## src/rtl/sm3_pad_core_wrapper.sv

```systemverilog
// sm3_pad_core_wrapper
//   SM3 message padding stage. Forwards a big-endian message byte stream and
//   appends the 0x80 marker, zero fill and the 64-bit message bit length, so
//   the output is a whole number of 512-bit blocks. The downstream expansion
//   core throttles the whole stage through pad_otpt_ena.
// Ports
//   clk, rst_n                 clock (rising edge), async active-low reset
//   msg_inpt_d                 message beat, byte 0 in the MSBs
//   msg_inpt_vld_byte          valid-byte mask, MSB-first contiguous
//   msg_inpt_vld/lst/rdy       beat handshake and last-beat marker
//   pad_otpt_ena               downstream enable; the output advances only when 1
//   pad_otpt_d/vld/lst         padded beat, valid, final beat of final block
module sm3_pad_core_wrapper #(
  parameter int INPT_DW = 32
) (
  input  logic                 clk,
  input  logic                 rst_n,
  input  logic [INPT_DW-1:0]   msg_inpt_d,
  input  logic [INPT_DW/8-1:0] msg_inpt_vld_byte,
  input  logic                 msg_inpt_vld,
  input  logic                 msg_inpt_lst,
  output logic                 msg_inpt_rdy,
  input  logic                 pad_otpt_ena,
  output logic [INPT_DW-1:0]   pad_otpt_d,
  output logic                 pad_otpt_vld,
  output logic                 pad_otpt_lst
);

  localparam int NB        = INPT_DW / 8;
  localparam int BPB       = 512 / INPT_DW;
  localparam int BW_W      = $clog2(BPB);
  localparam int LEN_BEATS = 64 / INPT_DW;
  localparam int NB_W      = $clog2(NB + 1);
  localparam logic [BW_W-1:0] LEN_START = BW_W'(BPB - LEN_BEATS);
  localparam logic [BW_W-1:0] BW_LAST   = BW_W'(BPB - 1);

  typedef enum logic [1:0] {S_IDLE, S_DATA, S_PAD, S_LEN} state_t;

  state_t               state_q, state_d;
  logic [60:0]          cnt_q, cnt_d;
  logic [BW_W-1:0]      bw_q, bw_d;
  logic                 owed_q, owed_d;
  logic [INPT_DW-1:0]   d_q, d_d;
  logic                 vld_q, vld_d;
  logic                 lst_q, lst_d;

  logic [NB_W-1:0]      nbytes;
  logic [63:0]          len_bits;
  logic [63:0]          len_shifted;
  logic [BW_W-1:0]      len_idx;

  function automatic logic [NB_W-1:0] popcnt(input logic [NB-1:0] m);
    logic [NB_W-1:0] c;
    c = '0;
    for (int i = 0; i < NB; i++) c = c + NB_W'(m[i]);
    return c;
  endfunction

  // Keep the first n bytes, place 0x80 right after them, zero the rest.
  // With a full mask (n == NB) the beat passes unchanged.
  function automatic logic [INPT_DW-1:0] pad_beat(input logic [INPT_DW-1:0] d,
                                                  input logic [NB_W-1:0]    n);
    logic [INPT_DW-1:0] o;
    o = '0;
    for (int i = 0; i < NB; i++) begin
      if (i < int'(n))       o[INPT_DW-1-8*i -: 8] = d[INPT_DW-1-8*i -: 8];
      else if (i == int'(n)) o[INPT_DW-1-8*i -: 8] = 8'h80;
      else                   o[INPT_DW-1-8*i -: 8] = 8'h00;
    end
    return o;
  endfunction

  assign msg_inpt_rdy = pad_otpt_ena && ((state_q == S_IDLE) || (state_q == S_DATA));

  // Length beats are taken most-significant word first, indexed by the
  // position inside the length slot.
  assign nbytes      = popcnt(msg_inpt_vld_byte);
  assign len_bits    = {cnt_q, 3'b000};
  assign len_idx     = bw_q - LEN_START;
  assign len_shifted = len_bits >> (INPT_DW * (LEN_BEATS - 1 - int'(len_idx)));

  always_comb begin
    state_d = state_q;
    cnt_d   = cnt_q;
    bw_d    = bw_q;
    owed_d  = owed_q;
    d_d     = d_q;
    vld_d   = vld_q;
    lst_d   = lst_q;
    if (pad_otpt_ena) begin
      vld_d = 1'b0;
      lst_d = 1'b0;
      case (state_q)
        S_IDLE, S_DATA: begin
          if (msg_inpt_vld) begin
            d_d   = pad_beat(msg_inpt_d, nbytes);
            vld_d = 1'b1;
            bw_d  = bw_q + 1'b1;
            cnt_d = cnt_q + 61'(nbytes);
            if (msg_inpt_lst) begin
              owed_d = (int'(nbytes) == NB);
              // A partial last beat that lands exactly before the length
              // slot needs no fill at all.
              if (!owed_d && (bw_d == LEN_START)) state_d = S_LEN;
              else                                state_d = S_PAD;
            end else begin
              state_d = S_DATA;
            end
          end
        end
        S_PAD: begin
          d_d    = owed_q ? {8'h80, {(INPT_DW-8){1'b0}}} : '0;
          vld_d  = 1'b1;
          owed_d = 1'b0;
          bw_d   = bw_q + 1'b1;
          if (bw_d == LEN_START) state_d = S_LEN;
        end
        S_LEN: begin
          d_d   = INPT_DW'(len_shifted);
          vld_d = 1'b1;
          bw_d  = bw_q + 1'b1;
          if (bw_q == BW_LAST) begin
            lst_d   = 1'b1;
            cnt_d   = '0;
            state_d = S_IDLE;
          end
        end
        default: state_d = S_IDLE;
      endcase
    end
  end

  always_ff @(posedge clk or negedge rst_n) begin
    if (!rst_n) begin
      state_q <= S_IDLE;
      cnt_q   <= '0;
      bw_q    <= '0;
      owed_q  <= 1'b0;
      d_q     <= '0;
      vld_q   <= 1'b0;
      lst_q   <= 1'b0;
    end else begin
      state_q <= state_d;
      cnt_q   <= cnt_d;
      bw_q    <= bw_d;
      owed_q  <= owed_d;
      d_q     <= d_d;
      vld_q   <= vld_d;
      lst_q   <= lst_d;
    end
  end

  assign pad_otpt_d   = d_q;
  assign pad_otpt_vld = vld_q;
  assign pad_otpt_lst = lst_q;

endmodule

```

## config.mk

```make
export PLATFORM = sky130hd
export DESIGN_NAME = sm3_pad_core_wrapper
export DESIGN_NICKNAME = d
export VERILOG_FILES = /design/src/rtl/sm3_pad_core_wrapper.sv
export SDC_FILE = /design/constraint.sdc
export NUM_CORES = 1
export LEC_CHECK = 0
export ABC_AREA = 1
export CELL_PAD_IN_SITES_DETAIL_PLACEMENT = 0
export CELL_PAD_IN_SITES_GLOBAL_PLACEMENT = 1
export CORE_ASPECT_RATIO = 0.75
export CORE_MARGIN = 2
export CORE_UTILIZATION = 40
export CTS_CLUSTER_SIZE = 24
export DETAILED_ROUTE_END_ITERATION = 10
export GPL_TIMING_DRIVEN = 0
export PLACE_DENSITY_LB_ADDON = 0.1
export REMOVE_ABC_BUFFERS = 1
export SETUP_SLACK_MARGIN = 0.15
export SLEW_MARGIN = 20
export SYNTH_ARGS = -nofsm -noshare
export SYNTH_HDL_FRONTEND = slang
export SYNTH_SLANG_ARGS = --single-unit
export TNS_END_PERCENT = 5
```

## constraint.sdc

```tcl
create_clock -name clk -period 3.78 [get_ports clk]
set_clock_uncertainty 0.2 [all_clocks]
set_input_delay 0.756 -clock clk [delete_from_list [all_inputs] [get_ports clk]]
set_output_delay 0.756 -clock clk [all_outputs]
set_load 0.01 [all_outputs]
```

# Word-level counts from Yosys, hierarchy flattened
# Index checks and enable logic that the tools add are counted.
[totals]
elab_cells = 75
register_bits = 102
in_bits = 41
[classes]
addsub = 7
n_eq_ne = 13
n_mux = 29
shifts = 1
magnitude_cmp = 4
n_reduce_logical = 14
[ops]
columns = ["op", "n"]
rows = [
  ["$mux 61", 2],
  ["$pmux 61 s2", 1],
  ["$pmux 32 s3", 1],
  ["$mux 32", 2],
  ["$mux 8", 8],
  ["$shr 64x32->32", 1],
  ["$add 61x3->61", 1],
  ["$reduce_and 4->1", 3],
  ["$eq 4x4->1 const B", 2],
  ["$mux 2", 4],
  ["$ne 2x2->1 const B", 4],
  ["$pmux 4 s2", 1],
  ["$eq 3x3->1 const A", 2],
  ["$lt 1x3->1 const A", 2],
  ["$lt 2x3->1 const A", 2],
  ["$mux 1", 6],
  ["$pmux 2 s3", 1],
  ["$sub 1x4->5 const A", 1],
  ["$add 4x1->4 const B", 1],
  ["$eq 2x2->1 const B", 2],
  ["$mux 4", 1],
  ["$pmux 1 s2", 2],
  ["$reduce_bool 2->1", 2],
  ["$reduce_or 2->1", 2],
  ["other kinds (13)", 14],
]

# Longest topological paths before layout
[logic_depth]
word_depth = 10
depth_mapped = 16
depth_no_buf = 16

# Worst setup path after synthesis
# Ideal clock, no wire load.
[synth_path]
path_type = "in2reg"
startpoint = "input msg_inpt_vld_byte[0]"
endpoint = "register cnt_q[40]"
arrival_time_ps = 3115
n_path_buf = 0
stages = 15
slack_ps = 345
t_required_ps = 3460
path_cell_list = "fa_1 -> ha_1 -> ha_1 -> inv_1 -> fa_1 -> inv_1 -> nand2_1 -> nand2_1 -> nand2_1 -> nor2_1 -> nand2_1 -> nor2_4 -> nand2_1 -> o21ai_0 -> nor2_1"
[synth_via]
elab_chain_cells = 6
[synth_lines]
columns = ["item", "line_no", "rtl"]
rows = [
  ["start: declaration", "19", "input logic [INPT_DW/8-1:0] msg_inpt_vld_byte,"],
  ["$add 1x1->2", "55", "for (int i = 0; i < NB; i++) c = c + NB_W'(m[i]);"],
  ["$add 2x1->3", "55", ""],
  ["$add 3x1->3", "55", ""],
  ["$add 61x3->61", "99", "cnt_d = cnt_q + 61'(nbytes);"],
  ["$mux 61", "95", "if (msg_inpt_vld) begin"],
  ["$pmux 61 s2", "93", "case (state_q)"],
  ["end signal: assignment", "144", "cnt_q <= cnt_d;"],
  ["end: declaration", "40", "logic [60:0] cnt_q, cnt_d;"],
]
# Every way passes these cells. The select of a mux whose other input is x is not followed.
# A chain may end at the register's enable or synchronous reset.

# Worst setup path in the final report
[layout_path]
startpoint = "input msg_inpt_vld_byte[3]"
endpoint = "register cnt_q[60]"
[layout_via]
elab_chain_cells = 4
[layout_lines]
columns = ["item", "line_no"]
rows = [
  ["$add 3x1->3", "55"],
  ["$add 61x3->61", "99"],
  ["$mux 61", "95"],
  ["$pmux 61 s2", "93"],
]
# Every way passes these cells. The select of a mux whose other input is x is not followed.

==> run metrics <==
Hold Buf Count CTS=0; CP Data Required Time=between 3 and 4 ns; proportion of layout cells with a drive suffix above 1=7.803%; leading area contributor after synthesis=sky130_fd_sc_hd__dfrtp_1; dominant cell by count in the synthesized netlist=sky130_fd_sc_hd__nand2_1; cts bufs inserted=9; startpoint types=primary input; total via count after detailed routing=~6500; fraction of post-synthesis cell area in the top cell type by area=39.33%; launch point of the worst reg-to-reg path=state_q[1]; number of rows in the core area=40; unrepaired setup endpoints after global routing=true; IR drop worst, VDD=~0.32 mV; pin count of the biggest net entering global routing=68; Cell Count, Final, Fillers Out=1248; grt total ovfl=0; dpl cells=~1200; endpoint class of the critical path=register; Netlist cell types=40; DPL Wire Length=roughly 16000 µm; outcome=complete, no violations; P per Cell Area=571.1 nW/µm²; fraction of synthesis flops using an asynchronous set or reset pin=100.0%; post-place setup slack=-0.6300 ns; cell at the root of the clock tree=sky130_fd_sc_hd__clkbuf_16; shortest clock period the worst path allows after layout=3.569 ns; worst slew slack as a fraction of its limit=31.41%; max-cap violation count=0; endpoint of the worst register-to-register path=cnt_q[41]; maximum frequency from static timing analysis=280.2 MHz; setup slack, reg-to-reg=approximately 0.61 ns; Filler Cells Inserted=1665; post-detailed-route via-to-cell ratio=5.169; vias in the first global route=approximately 5900; crit share post-route=94.41%; Final Routed Wirelength=21450 µm; post-layout net count=1086; clock sinks=102; Worst Hold Class=primary input to async pin; standard cell core area=15970 µm²; worst path setup slack after routing=approximately 0.21 ns; worst-skew pair later-pin latency=0.36 ns; Chip Height=114.3 µm; Synth-to-Final Area Change=23.71%; antenna violations before repair=0; effective utilization at floorplan=40.65%; number of diodes=0; R2R cell count=10; final routed DRC violation total=0; clock transition at the registers of the reported paths=roughly 0.080 ns; FF+latch count, synth=102; measured slew at the worst slew-check pin=approximately 1 ns; start-to-end type of the worst setup path=primary input to register; average detailed-routed wire length per instance=17.19 µm; Post-DRT Antenna Nets=0; number of violations reported at the end of detailed-routing iteration 0=564; EDFF count, synth=0; Power Total=4.585 mW; top cells by count, synth=sky130_fd_sc_hd__nand2_1, sky130_fd_sc_hd__nor2_1, sky130_fd_sc_hd__dfrtp_1, sky130_fd_sc_hd__inv_1, sky130_fd_sc_hd__a21oi_1; Slew Limit Fails=0; GR Util All Layers=25.36%; number of hold-slack violations in the final timing report=0; cells after synthesis=961; leading cell types by total area after synthesis=sky130_fd_sc_hd__dfrtp_1, sky130_fd_sc_hd__nand2_1, sky130_fd_sc_hd__nor2_1, sky130_fd_sc_hd__inv_1, sky130_fd_sc_hd__a21oi_1; Ports=76; global-route wire length before repair=33290 µm; leakage dissipation=3.566 nW; Synth Warn #=0; 1st-pass router iterations=5; width of the die=151.1 µm; total number of H-tree levels=3; gp weighted congestion=0.9275; hold slack final=0.08606 ns; fraction of the yosys area taken by sequential cells=39.33%; arrival time at the worst endpoint=about 3.7 ns; count of port buffers added during placement=75; number of setup violations in the final report=0; Post-synth top flop=sky130_fd_sc_hd__dfrtp_1; die outline area=17270 µm²; sum of negative setup slack=0 ns; clock tree from TritonCTS=done; cell area after synthesis=around 6500 µm²; worst-case clock buffer depth=2; biggest fanout along the worst timing path=6; mean cell area of the mapped netlist=6.753 µm²
sequential cells by signal, indices dropped and copies added, names as in the netlist:
signal	flops
owed_q	1
bw_q	4
state_q	2
pad_otpt_d	32
pad_otpt_vld	1
pad_otpt_lst	1
cnt_q	61
worst max-delay path, cell delays in order:
cell and delay [ns]:
sky130_fd_sc_hd__clkdlybuf4s50_1 0.47, sky130_fd_sc_hd__fa_1 0.45, sky130_fd_sc_hd__ha_4 0.20, sky130_fd_sc_hd__ha_4 0.29, sky130_fd_sc_hd__inv_2 0.06, sky130_fd_sc_hd__fa_2 0.37
sky130_fd_sc_hd__inv_2 0.07, sky130_fd_sc_hd__nand2_1 0.04, sky130_fd_sc_hd__nand2_1 0.07, sky130_fd_sc_hd__nand2_2 0.08, sky130_fd_sc_hd__nor2_4 0.13, sky130_fd_sc_hd__nand2_2 0.07
sky130_fd_sc_hd__nor2_4 0.17, sky130_fd_sc_hd__buf_12 0.15, sky130_fd_sc_hd__nand3_1 0.06, sky130_fd_sc_hd__nand2_1 0.09, sky130_fd_sc_hd__inv_1 0.04, sky130_fd_sc_hd__nor2_1 0.08
worst max path at each step:
stage                                     from        endpoint  slack (ns)  depth (start not counted)
after detailed placement  msg_inpt_vld_byte[0]       cnt_q[40]       -0.63                         16
after floorplan           msg_inpt_vld_byte[0]       cnt_q[40]        0.34                         15
final                     msg_inpt_vld_byte[3]       cnt_q[60]        0.21                         18
after CTS                 msg_inpt_vld_byte[3]       cnt_q[39]        0.08                         15
after global routing      msg_inpt_vld_byte[3]       cnt_q[60]        0.04                         18
after global placement                   rst_n  pad_otpt_d[25]       -2.52                          1
logic make-up after synthesis:
family          Yosys count  synth area share (%)
flops                   102                 39.33
compound gates          136                 11.09
buf+inv                 132                 8.020
mux                       9                 1.562
xor+xnor                  5                0.6747
simple gates            565                 36.78
fa+ha+maj                12                 2.545
repair_timing:
item / CTS / global route
setup buffers: 4 / 5
hold endpoints to repair: 0 / 0
cloned: 1 / 1
endpoints found under the setup margin: 53 / 51
pin swaps: 5 / 10
resized for setup: 17 / 14
power breakdown:
group          switching (mW)  internal [mW]  total (mW)  leakage (nW)
clock network           0.444          0.721        1.16         0.176
registers               0.357           1.42        1.78          1.32
logic                   0.958          0.686        1.64          2.07
total                    1.76           2.83        4.58          3.57
stage by stage:
stage / util, % / cell area, µm²
finish: 50.29 / 8029
global route: 50.29 / 8029
CTS: 49.66 / 7928
detailed placement: 46.60 / 7440
global placement: 46.21 / 7377
floorplan: - / 6364
placed cells by master, fill, tap and decap left out, drive strengths merged, types with 9 or more instances in the layout:
master	netlist	routed
nand2	270	270
mux2	9	9
a31oi	12	12
clkbuf	18	11
a21oi	73	73
dfrtp	102	102
ha	10	10
nand3	59	59
nand4	21	21
clkdlybuf4s50	0	72
nor2	188	190
buf	9	12
nor3	16	16
inv	105	106
o21ai	44	44
layer usage:
metal	global-route usage, %	vias up	share of wire, %
met3	4.343	16	7.7
met1	40.49	2976	51
met5	0	-	0
li1	-	3232	-
met2	35.88	227	40
met4	4.548	0	1.0
cell type report:
cell class	instances	area [µm²]	area share (%)
repair buffers	86	900.9	11.22
flip-flops and latches	102	2554	31.81
well taps	210	262.8	3.273
multi-input cells	729	3553	44.26
clock inverters	5	131.4	1.636
clock buffers	11	232.7	2.899
inverters	105	394.1	4.909
(Power assumes the default switching activity.)
